`src/rtl/fifo_rd_pkg.sv`:
```
// fifo_rd_pkg: shared types and constants for the FIFO read-side streamer.
//   state_t   : read-control FSM states (PAUSE, RUN, FLUSH), 2-bit encoding.
//   SKID_MIN  : smallest legal skid-buffer depth.
package fifo_rd_pkg;

  typedef enum logic [1:0] {
    PAUSE = 2'd0,
    RUN   = 2'd1,
    FLUSH = 2'd2
  } state_t;

  localparam int unsigned SKID_MIN = 2;

endpackage : fifo_rd_pkg

```
`src/rtl/fifo_rd_stream_if.sv`:
```
// fifo_rd_stream_if: bundles the FIFO read port and the outgoing valid/ready
// stream of fifo_rd_stream.
//   fifo_empty  FIFO empty flag (read domain, combinational)
//   fifo_rdata  FIFO read data, valid the cycle after an accepted read
//   fifo_rd     FIFO read strobe
//   m_valid     output beat valid
//   m_ready     downstream ready
//   m_data      output beat data
// Modports: master = the streamer, slave = FIFO + downstream side.
interface fifo_rd_stream_if #(
  parameter int FW = 8
);
  logic          fifo_empty;
  logic [FW-1:0] fifo_rdata;
  logic          fifo_rd;
  logic          m_valid;
  logic          m_ready;
  logic [FW-1:0] m_data;

  modport master (
    input  fifo_empty, fifo_rdata, m_ready,
    output fifo_rd, m_valid, m_data
  );

  modport slave (
    output fifo_empty, fifo_rdata, m_ready,
    input  fifo_rd, m_valid, m_data
  );
endinterface : fifo_rd_stream_if

```
`src/rtl/fifo_skid_buf.sv`:
```
// fifo_skid_buf: SKID-entry circular buffer holding words captured from the
// FIFO until the downstream stream accepts them.
//   clk, rst_n  clock, asynchronous active-low reset
//   push/wdata  write wdata at the tail
//   pop         advance the head (caller guarantees cnt != 0)
//   clear       drop all contents, reset pointers (wins over push/pop)
//   cnt         current occupancy, 0..SKID
//   head_data   word at the head, read straight from the storage register
module fifo_skid_buf
  import fifo_rd_pkg::*;
#(
  parameter  int FW   = 8,
  parameter  int SKID = 3,
  localparam int CW   = $clog2(SKID + 1),
  localparam int PW   = $clog2(SKID)
) (
  input  logic          clk,
  input  logic          rst_n,
  input  logic          push,
  input  logic          pop,
  input  logic          clear,
  input  logic [FW-1:0] wdata,
  output logic [CW-1:0] cnt,
  output logic [FW-1:0] head_data
);

  if (SKID < int'(SKID_MIN)) begin : g_skid_check
    $error("fifo_skid_buf: SKID below minimum depth");
  end

  logic [FW-1:0] mem [SKID];
  logic [PW-1:0] head;
  logic [PW-1:0] tail;

  // Pointers wrap modulo SKID, which need not be a power of two.
  function automatic logic [PW-1:0] ptr_inc(input logic [PW-1:0] p);
    return (p == PW'(SKID - 1)) ? '0 : p + PW'(1);
  endfunction

  always_ff @(posedge clk or negedge rst_n) begin
    if (!rst_n) begin
      head <= '0;
      tail <= '0;
      cnt  <= '0;
      for (int unsigned i = 0; i < SKID; i++) begin
        mem[i] <= '0;
      end
    end else if (clear) begin
      head <= '0;
      tail <= '0;
      cnt  <= '0;
    end else begin
      if (push) begin
        mem[tail] <= wdata;
        tail      <= ptr_inc(tail);
      end
      if (pop) begin
        head <= ptr_inc(head);
      end
      case ({push, pop})
        2'b10:   cnt <= cnt + CW'(1);
        2'b01:   cnt <= cnt - CW'(1);
        default: cnt <= cnt;
      endcase
    end
  end

  assign head_data = mem[head];

  a_cnt_bound: assert property (@(posedge clk) disable iff (!rst_n)
    cnt <= CW'(SKID));

  a_no_overflow: assert property (@(posedge clk) disable iff (!rst_n)
    (push && !pop && !clear) |-> (cnt < CW'(SKID)));

  a_no_underflow: assert property (@(posedge clk) disable iff (!rst_n)
    (pop && !clear) |-> (cnt != '0));

endmodule : fifo_skid_buf

```
`src/rtl/fifo_rd_stream.sv`:
```
// fifo_rd_stream: read-domain consumer of the dual-clock FIFO. Issues FIFO
// reads, captures the data one cycle later into a skid buffer and presents
// it as a valid/ready stream. Supports run/pause (en) and a flush mode that
// discards buffered and in-flight data and drains the FIFO.
//   r_clk     read-domain clock
//   rst_n     asynchronous active-low reset
//   en        1 = issue FIFO reads, 0 = pause reads (buffer still drains)
//   flush     single-cycle pulse: discard and drain
//   bus       fifo_rd_stream_if.master (FIFO read port + output stream)
//   busy      high in FLUSH or while a read is in flight
// Optional: define FIFO_RD_STATS_EN to add 32-bit beat_cnt (stream transfers)
// and drop_cnt (words discarded by flush) outputs.
module fifo_rd_stream
  import fifo_rd_pkg::*;
#(
  parameter int FW   = 8,
  parameter int SKID = 3
) (
  input  logic                     r_clk,
  input  logic                     rst_n,
  input  logic                     en,
  input  logic                     flush,
  fifo_rd_stream_if.master         bus,
  output logic                     busy
`ifdef FIFO_RD_STATS_EN
  ,
  output logic [31:0]              beat_cnt,
  output logic [31:0]              drop_cnt
`endif
);

  localparam int CW = $clog2(SKID + 1);

  state_t        state;
  state_t        state_nxt;
  logic          inflight;
  logic          rd;
  logic          room;
  logic          push;
  logic          pop;
  logic          valid;
  logic [CW-1:0] cnt;
  logic [FW-1:0] head_data;

  // Read gating uses only registered occupancy plus the FIFO flag, so there
  // is no combinational path from m_ready to fifo_rd.
  assign room = ({1'b0, cnt} + {{CW{1'b0}}, inflight}) < (CW + 1)'(SKID);

  always_ff @(posedge r_clk or negedge rst_n) begin
    if (!rst_n) begin
      state    <= PAUSE;
      inflight <= 1'b0;
    end else begin
      state    <= state_nxt;
      inflight <= rd;
    end
  end

  always_comb begin
    state_nxt = state;
    rd        = 1'b0;
    case (state)
      PAUSE: begin
        if (en) state_nxt = RUN;
      end
      RUN: begin
        rd = !bus.fifo_empty && room;
        if (!en) state_nxt = PAUSE;
      end
      FLUSH: begin
        rd = !bus.fifo_empty;
        if (bus.fifo_empty && !inflight) state_nxt = en ? RUN : PAUSE;
      end
      default: state_nxt = PAUSE;
    endcase
    if (flush) state_nxt = FLUSH;
  end

  // A word landing on the flush edge or during FLUSH is discarded.
  assign push  = inflight && (state != FLUSH) && !flush;
  assign valid = (cnt != '0) && (state != FLUSH);
  assign pop   = valid && bus.m_ready;

  fifo_skid_buf #(
    .FW   (FW),
    .SKID (SKID)
  ) u_buf (
    .clk       (r_clk),
    .rst_n     (rst_n),
    .push      (push),
    .pop       (pop),
    .clear     (flush),
    .wdata     (bus.fifo_rdata),
    .cnt       (cnt),
    .head_data (head_data)
  );

  assign bus.fifo_rd = rd;
  assign bus.m_valid = valid;
  assign bus.m_data  = head_data;
  assign busy        = (state == FLUSH) || inflight;

`ifdef FIFO_RD_STATS_EN
  logic [31:0] drop_inc;

  // Flush drops whatever is buffered except a beat leaving that same cycle,
  // plus any word captured on the flush edge or read while in FLUSH.
  assign drop_inc = (flush ? (32'(cnt) - 32'(pop)) : 32'd0)
                  + 32'(inflight && (flush || (state == FLUSH)));

  always_ff @(posedge r_clk or negedge rst_n) begin
    if (!rst_n) begin
      beat_cnt <= '0;
      drop_cnt <= '0;
    end else begin
      beat_cnt <= beat_cnt + 32'(pop);
      drop_cnt <= drop_cnt + drop_inc;
    end
  end
`endif

  a_no_rd_when_empty: assert property (@(posedge r_clk) disable iff (!rst_n)
    bus.fifo_rd |-> !bus.fifo_empty);

endmodule : fifo_rd_stream
```
`src/flat_wrapper.sv`:
```
// flat-port wrapper written by rule: the top's interface ports become plain ports
module fifo_rd_stream_flat import fifo_rd_pkg::*;
#(
  parameter int FW   = 8,
  parameter int SKID = 3
)
  (r_clk, rst_n, en, flush, busy, bus_fifo_empty, bus_fifo_rdata, bus_m_ready, bus_fifo_rd, bus_m_valid, bus_m_data);
  fifo_rd_stream_if #(.FW(FW)) bus_i ();
  input  logic r_clk;
  input  logic rst_n;
  input  logic en;
  input  logic flush;
  output logic busy;
  input wire logic [$bits(bus_i.fifo_empty)-1:0] bus_fifo_empty;
  input wire logic [$bits(bus_i.fifo_rdata)-1:0] bus_fifo_rdata;
  input wire logic [$bits(bus_i.m_ready)-1:0] bus_m_ready;
  output wire logic [$bits(bus_i.fifo_rd)-1:0] bus_fifo_rd;
  output wire logic [$bits(bus_i.m_valid)-1:0] bus_m_valid;
  output wire logic [$bits(bus_i.m_data)-1:0] bus_m_data;
  assign bus_i.fifo_empty = bus_fifo_empty;
  assign bus_i.fifo_rdata = bus_fifo_rdata;
  assign bus_i.m_ready = bus_m_ready;
  assign bus_fifo_rd = bus_i.fifo_rd;
  assign bus_m_valid = bus_i.m_valid;
  assign bus_m_data = bus_i.m_data;
  fifo_rd_stream #(.FW(FW), .SKID(SKID)) u_core (.r_clk(r_clk), .rst_n(rst_n), .en(en), .flush(flush), .bus(bus_i), .busy(busy));
endmodule
```
`config.mk`:
```
export PLATFORM = sky130hd
export DESIGN_NAME = fifo_rd_stream_flat
export DESIGN_NICKNAME = d
export VERILOG_FILES = /design/src/rtl/fifo_rd_pkg.sv /design/src/rtl/fifo_rd_stream_if.sv /design/src/rtl/fifo_skid_buf.sv /design/src/rtl/fifo_rd_stream.sv /design/src/flat_wrapper.sv
export SDC_FILE = /design/constraint.sdc
export NUM_CORES = 1
export LEC_CHECK = 0
export ABC_AREA = 1
export CAP_MARGIN = 25
export CORE_ASPECT_RATIO = 1.2
export CORE_UTILIZATION = 35
export CTS_CLUSTER_DIAMETER = 120
export DETAILED_ROUTE_END_ITERATION = 8
export GPL_TIMING_DRIVEN = 1
export PLACE_DENSITY = 0.52
export SETUP_SLACK_MARGIN = 0.4
export SKIP_LAST_GASP = 1
export SLEW_MARGIN = 0
export SYNTH_ARGS = -nofsm -noshare
export SYNTH_HDL_FRONTEND = slang
export SYNTH_HIERARCHICAL = 1
export SYNTH_SLANG_ARGS = --single-unit
export TNS_END_PERCENT = 100
```
`constraint.sdc`:
```
create_clock -name r_clk -period 3.6 [get_ports r_clk]
set_input_delay 0.36 -clock r_clk [delete_from_list [all_inputs] [get_ports r_clk]]
set_output_delay 0.36 -clock r_clk [all_outputs]
set_load 0.005 [all_outputs]
```
[After elaboration in Yosys (flattened, before gate mapping)]
Index checks and enable logic that the tools add are counted.
Storage, ports and cells
  bits in registers: 33
  bits of input ports: 14
  word-level logic and storage cells: 69
Operators by class
  add/subtract/negate cells: 5
  order comparisons: 4
  eq/ne operators: 10
  muxes and demuxes: 21
  bitwise gates (word level): 3
  reduce and logical (&&, ||, !) cells: 18
Operators by type and width (number)
  $bwmux W24: 1
  $mux W8: 3
  $mux W2: 11
  $bmux W8 S2: 1
  $demux W8 S2: 1
  $eq A2 B2 Y1 const B: 4
  $logic_and A1 B1 Y1: 7
  $add A2 B1 Y2 const B: 3
  $ge A3 B3 Y1 const B: 2
  $ne A3 B3 Y1 const B: 2
  $not A2 Y3: 2
  $pmux W2 S3: 1
  $reduce_bool A2 Y1: 3
  $eq A2 B1 Y1 const B: 2
  $pmux W2 S2: 1
  $add A2 B1 Y3: 1
  $logic_not A1 Y1: 3
  $lt A3 B1 Y1 const B: 1
  $lt A3 B2 Y1 const B: 1
  $ne A3 B2 Y1 const B: 1
  $reduce_and A3 Y1: 1
  $reduce_bool A3 Y1: 1
  $logic_not A2 Y1: 1
  $ne A2 B2 Y1 const B: 1
  other kinds (6): 6

[Longest topological paths before layout]
  word-level depth: 6
  depth in mapped cells: 9

[By module]
Netlist, hierarchy kept.
Modules (own cells, without submodules)
  fifo_skid_buf: times used 1, cells an instance 164, area an instance 1488.9 µm², seq. area each 750.7 µm²
  fifo_rd_stream: times used 1, cells an instance 38, area an instance 282.8 µm², seq. area each 75.1 µm²

[Worst setup path after synthesis]
No wires, ideal clock.
  path type: register to register
  start: register u_core.state[0]
  end: register u_core/u_buf/mem[1] (netlist bit)
  library setup time: 0.120 ns
  data arrival time: 1.590 ns
  slack: 1.889 ns
  stages on the path, launching flop included: 10
  buffers on the path: 1
  period minus slack after synthesis: 1.711 ns
  cell sequence: dfrtp_1 inv_1 ha_1 nor3_1 inv_2 nor2_8 nand3_4 buf_6 nand2_1 o21ai_2
On the way
  cells in the longest elaborated chain, start to end: 4
Ends and longest elaborated chain
  start, declared: RTL line fifo_rd_stream.sv:34  | state_t state;
  start signal, assigned: RTL line fifo_rd_stream.sv:54  | state <= state_nxt;
  $ne A2 B2 Y1: RTL line fifo_rd_stream.sv:80  | assign push = inflight && (state != FLUSH) && !flush;
  $logic_and A1 B1 Y1 (2 in series): RTL line fifo_rd_stream.sv:80
  net u_core.push: RTL line fifo_rd_stream.sv:39  | logic push;
  $reduce_and A2 Y1 (no line)
  end signal, assigned by index: RTL line fifo_skid_buf.sv:54  | mem[tail] <= wdata;
  end, declared: RTL line fifo_skid_buf.sv:31  | logic [FW-1:0] mem [SKID];
The timed path passes the listed nets, and every way through them passes these cells.
A chain may end at the register's enable or synchronous reset.

[Final worst setup path]
  start: register u_core.u_buf.cnt[0]
  end: output bus_fifo_rd
On the way
  cells in the longest elaborated chain, start to end: 4
Ends and longest elaborated chain
  start, declared: RTL line fifo_skid_buf.sv:23  | output logic [CW-1:0] cnt,
  start signal, assigned: RTL line fifo_skid_buf.sv:61  | 2'b10: cnt <= cnt + CW'(1);
  start signal, assigned: RTL line fifo_skid_buf.sv:62  | 2'b01: cnt <= cnt - CW'(1);
  start signal, assigned: RTL line fifo_skid_buf.sv:63  | default: cnt <= cnt;
  $add A2 B1 Y3: RTL line fifo_rd_stream.sv:47  | assign room = ({1'b0, cnt} + {{CW{1'b0}}, inflight}) < (CW + 1)'(SKID);
  $lt A3 B2 Y1: RTL line fifo_rd_stream.sv:47
  $logic_and A1 B1 Y1: RTL line fifo_rd_stream.sv:67  | rd = !bus.fifo_empty && room;
  $pmux W1 S2: RTL line fifo_rd_stream.sv:62  | case (state)
  end, declared: RTL line flat_wrapper.sv:17  | output wire logic [$bits(bus_i.fifo_rd)-1:0] bus_fifo_rd;
No other way between the ends.

==> impl_metrics.ini <==
[run_status]
status = finished, final reports clean

[pwr]
peakVddDrop_uv = 284
power_switching_uw = 287
p_leak_uw = 0.00103
swShare_pct = 27.6
internal_power_uw = 753
power.density_mw_per_mm2 = 484
comb_power_share_pct = 29.6
p_clk_share_pct = 26.1
p_seq_share_pct = 44.3

[setup_path]
timing.rr.end = u_core/u_buf/mem[23]
slowest_delay_ps = 520
crit_top_cell = nand2_1
worst_path_max_delay_cell = clkdlybuf4s50_1
required_ps = 3240
worstSetupStartpointType = flop
crit_type = flop to output port
crit_chain = ha_1, ha_1, nand2_1, nand3b_1, nand2_1, nand2_1, nor2_1, clkdlybuf4s50_1
rr_worst_depth = 8
r2r_slack_ps = 1680
crit_fanout = 6
reg2reg_from = u_core/state[0]
arrival_ps = 2050
cp-end-kind = output port

[grt]
antenna_found_initial = 0
grtUsageMet1_pct = 18.4
grt_overflow = 0
track_usage_pct = 15.1
grt_max_degree = 34
grtUsageMet3_pct = 4.00
met2_usage_pct = 25.2
grt_pass1_wl_um = 5880
busiest_layer = met2
grt_pass1_vias = 1288

[finish]
finalNonFillerCells = 291
area_growth_pct = 21.2
layout.nets = 250
final_layout_size_suffix_gt1_share_pct = 20.3
n_antenna_cell = 0

[run]
max_cap_violations = 0

[logic_synthesis]
postSynthCellCount = 202
yosysUniqueCellTypes = 21
ys_async_sr_fraction_pct = 100
synth_most_common_cell = nand2_1
synth.top_cell.area_share_pct = 46.6
syn_nets = 221
syn_area_per_cell_um2 = 8.77
synthFlopType = dfrtp_1
syn_area_mm2 = 0.00177
yosysSeqAreaShare_pct = 46.6
synth_common_cells = 71 x nand2_1, 33 x dfrtp_1, 25 x o21ai_2
synth_area_leaders = dfrtp_1 47%, nand2_1 15%, o21ai_2 12%
synth_seq_cells = 33
yosys_warnings = 6
synth_area_leader_cell = dfrtp_1
synth-edff-count = 0

[place]
dpl.hpwl_um = 2340
port_buffers = 24
gp_congestion = 0.656
dp_cells = 284

[clock_tree]
clk_pin_slew_ps = 60
clk_path_buf_depth = 2
cts_sinks = 33
hold_buffers = 0
numCtsBuffers = 5
cts_setup_buffers = 0
clk_latency_ps = 280
root_buffer = clkbuf_8
htreeDepth = 2
ctsResizeCount = 0
cts_tree = done

[floorplan]
core-area_mm2 = 0.00490
die-height_um = 79.9
dieArea_mm2 = 0.00535
initial_utilization_pct = 36.1
placementRows = 28
io_pins = 25
fp.dieW_um = 67.0

[detailed_routing]
drt_pass1_iterations = 4
wl_per_cell_um = 11.4
ant_nets = 0
routed_wl_um = 3330
first_iter_violations = 39
drc = 0
vias_per_cell = 4.48
via_count = 1305

[timing]
hold_ws_ps = 482
fin_crit_sh_pct = 67.1
fmax_mhz = 414
min_period_ps = 2410
relSlewSlack_pct = 51.9
rsz0062_at_grt = false
tightest_slew_ps = 719
hold_violations = 0
finalSetupViolations = 0
fin_tns_setup_ps = 0
skew_ps = 2.01
slew_violations = 0

[hold_path]
hold_class = input pin to asynchronous set/reset pin
power by group through the flow:
stage | Sequential [uW] | Combinational, uW | Clock (uW)
4_1_cts | 460 | 315 | 286
2_1_floorplan | 461 | 168 | 0
3_3_place_gp | 468 | 311 | 0
6_report | 461 | 308 | 271
5_1_grt | 469 | 345 | 301
3_5_place_dp | 467 | 313 | 0
how the worst max path moves through the flow:
stage,from,endpoint,slack (ps),cells past startpoint
final,u_core/u_buf/cnt[0],bus_fifo_rd,1190,8
after global routing,u_core/u_buf/cnt[0],bus_fifo_rd,1010,8
after CTS,u_core/u_buf/cnt[0],bus_fifo_rd,1160,8
after detailed placement,flush,u_core/u_buf/mem[7],1240,7
after global placement,flush,u_core/u_buf/mem[2],1290,7
after floorplan,u_core/state[0],u_core/u_buf/mem[1],1890,9
sequential cells by signal, summed over array words and instances (netlist names):
register and flops:
u_core/u_buf/mem 24, u_core/state 2, u_core/u_buf/cnt 2, u_core/u_buf/head 2
u_core/u_buf/tail 2, u_core/inflight 1
through the flow:
step	utilization [%]	area, um2	setup slack, ps	power, uW
after floorplan	-	1770	1890	629
after global placement	42.0	2060	1290	778
after detailed placement	42.0	2060	1240	780
after CTS	43.8	2150	1160	1060
after global routing	43.8	2150	1010	1110
final	43.8	2150	1190	1040
routing by layer:
metal / part of all wire, % / wire length (um) / vias up
met5: 0 / 0 / -
met4: 0.63 / 21 / 0
met3: 3.7 / 122 / 2
met2: 48 / 1600 / 25
met1: 48 / 1590 / 582
li1: - / - / 696
kinds of logic (layout without fill, tap and decap cells):
kind of cell,Yosys count,count (layout),share of synthesized area (%)
AND/OR/NAND/NOR,108,108,29.2
adder cells (fa/ha/maj),5,5,3.53
AO/OA/AOI/OAI,30,30,13.9
buffers and inverters,26,55,6.78
flip-flops,33,33,46.6
cells in the final DEF, fill, tap and decap left out, drive strengths merged:
cell type,count
nand2,75
clkdlybuf4s50,24
dfrtp,33
o21ai,27
inv,23
nor2,14
nor3,1
nand3b,1
nand3,15
nand4,1
ha,5
clkbuf,7
a21oi,2
nor3b,1
buf,1
a211oi,1
final cells by class:
type | count | area, um2
Fill cell | 500 | 2760
Sequential cell | 33 | 826
Multi-Input combinational cell | 143 | 826
Timing Repair Buffer | 25 | 248
Clock buffer | 7 | 86.3
Inverter | 23 | 86.3
Tap cell | 60 | 75.1
worst max-delay path, delay by kind of cell (launching register included):
| family | cells | cell delay [ps] |
|---|---|---|
| fa+ha+maj | 2 | 470 |
| buf+inv | 1 | 520 |
| simple gates | 5 | 350 |
| flops | 1 | 440 |
Power figures use the tool's default switching activity.
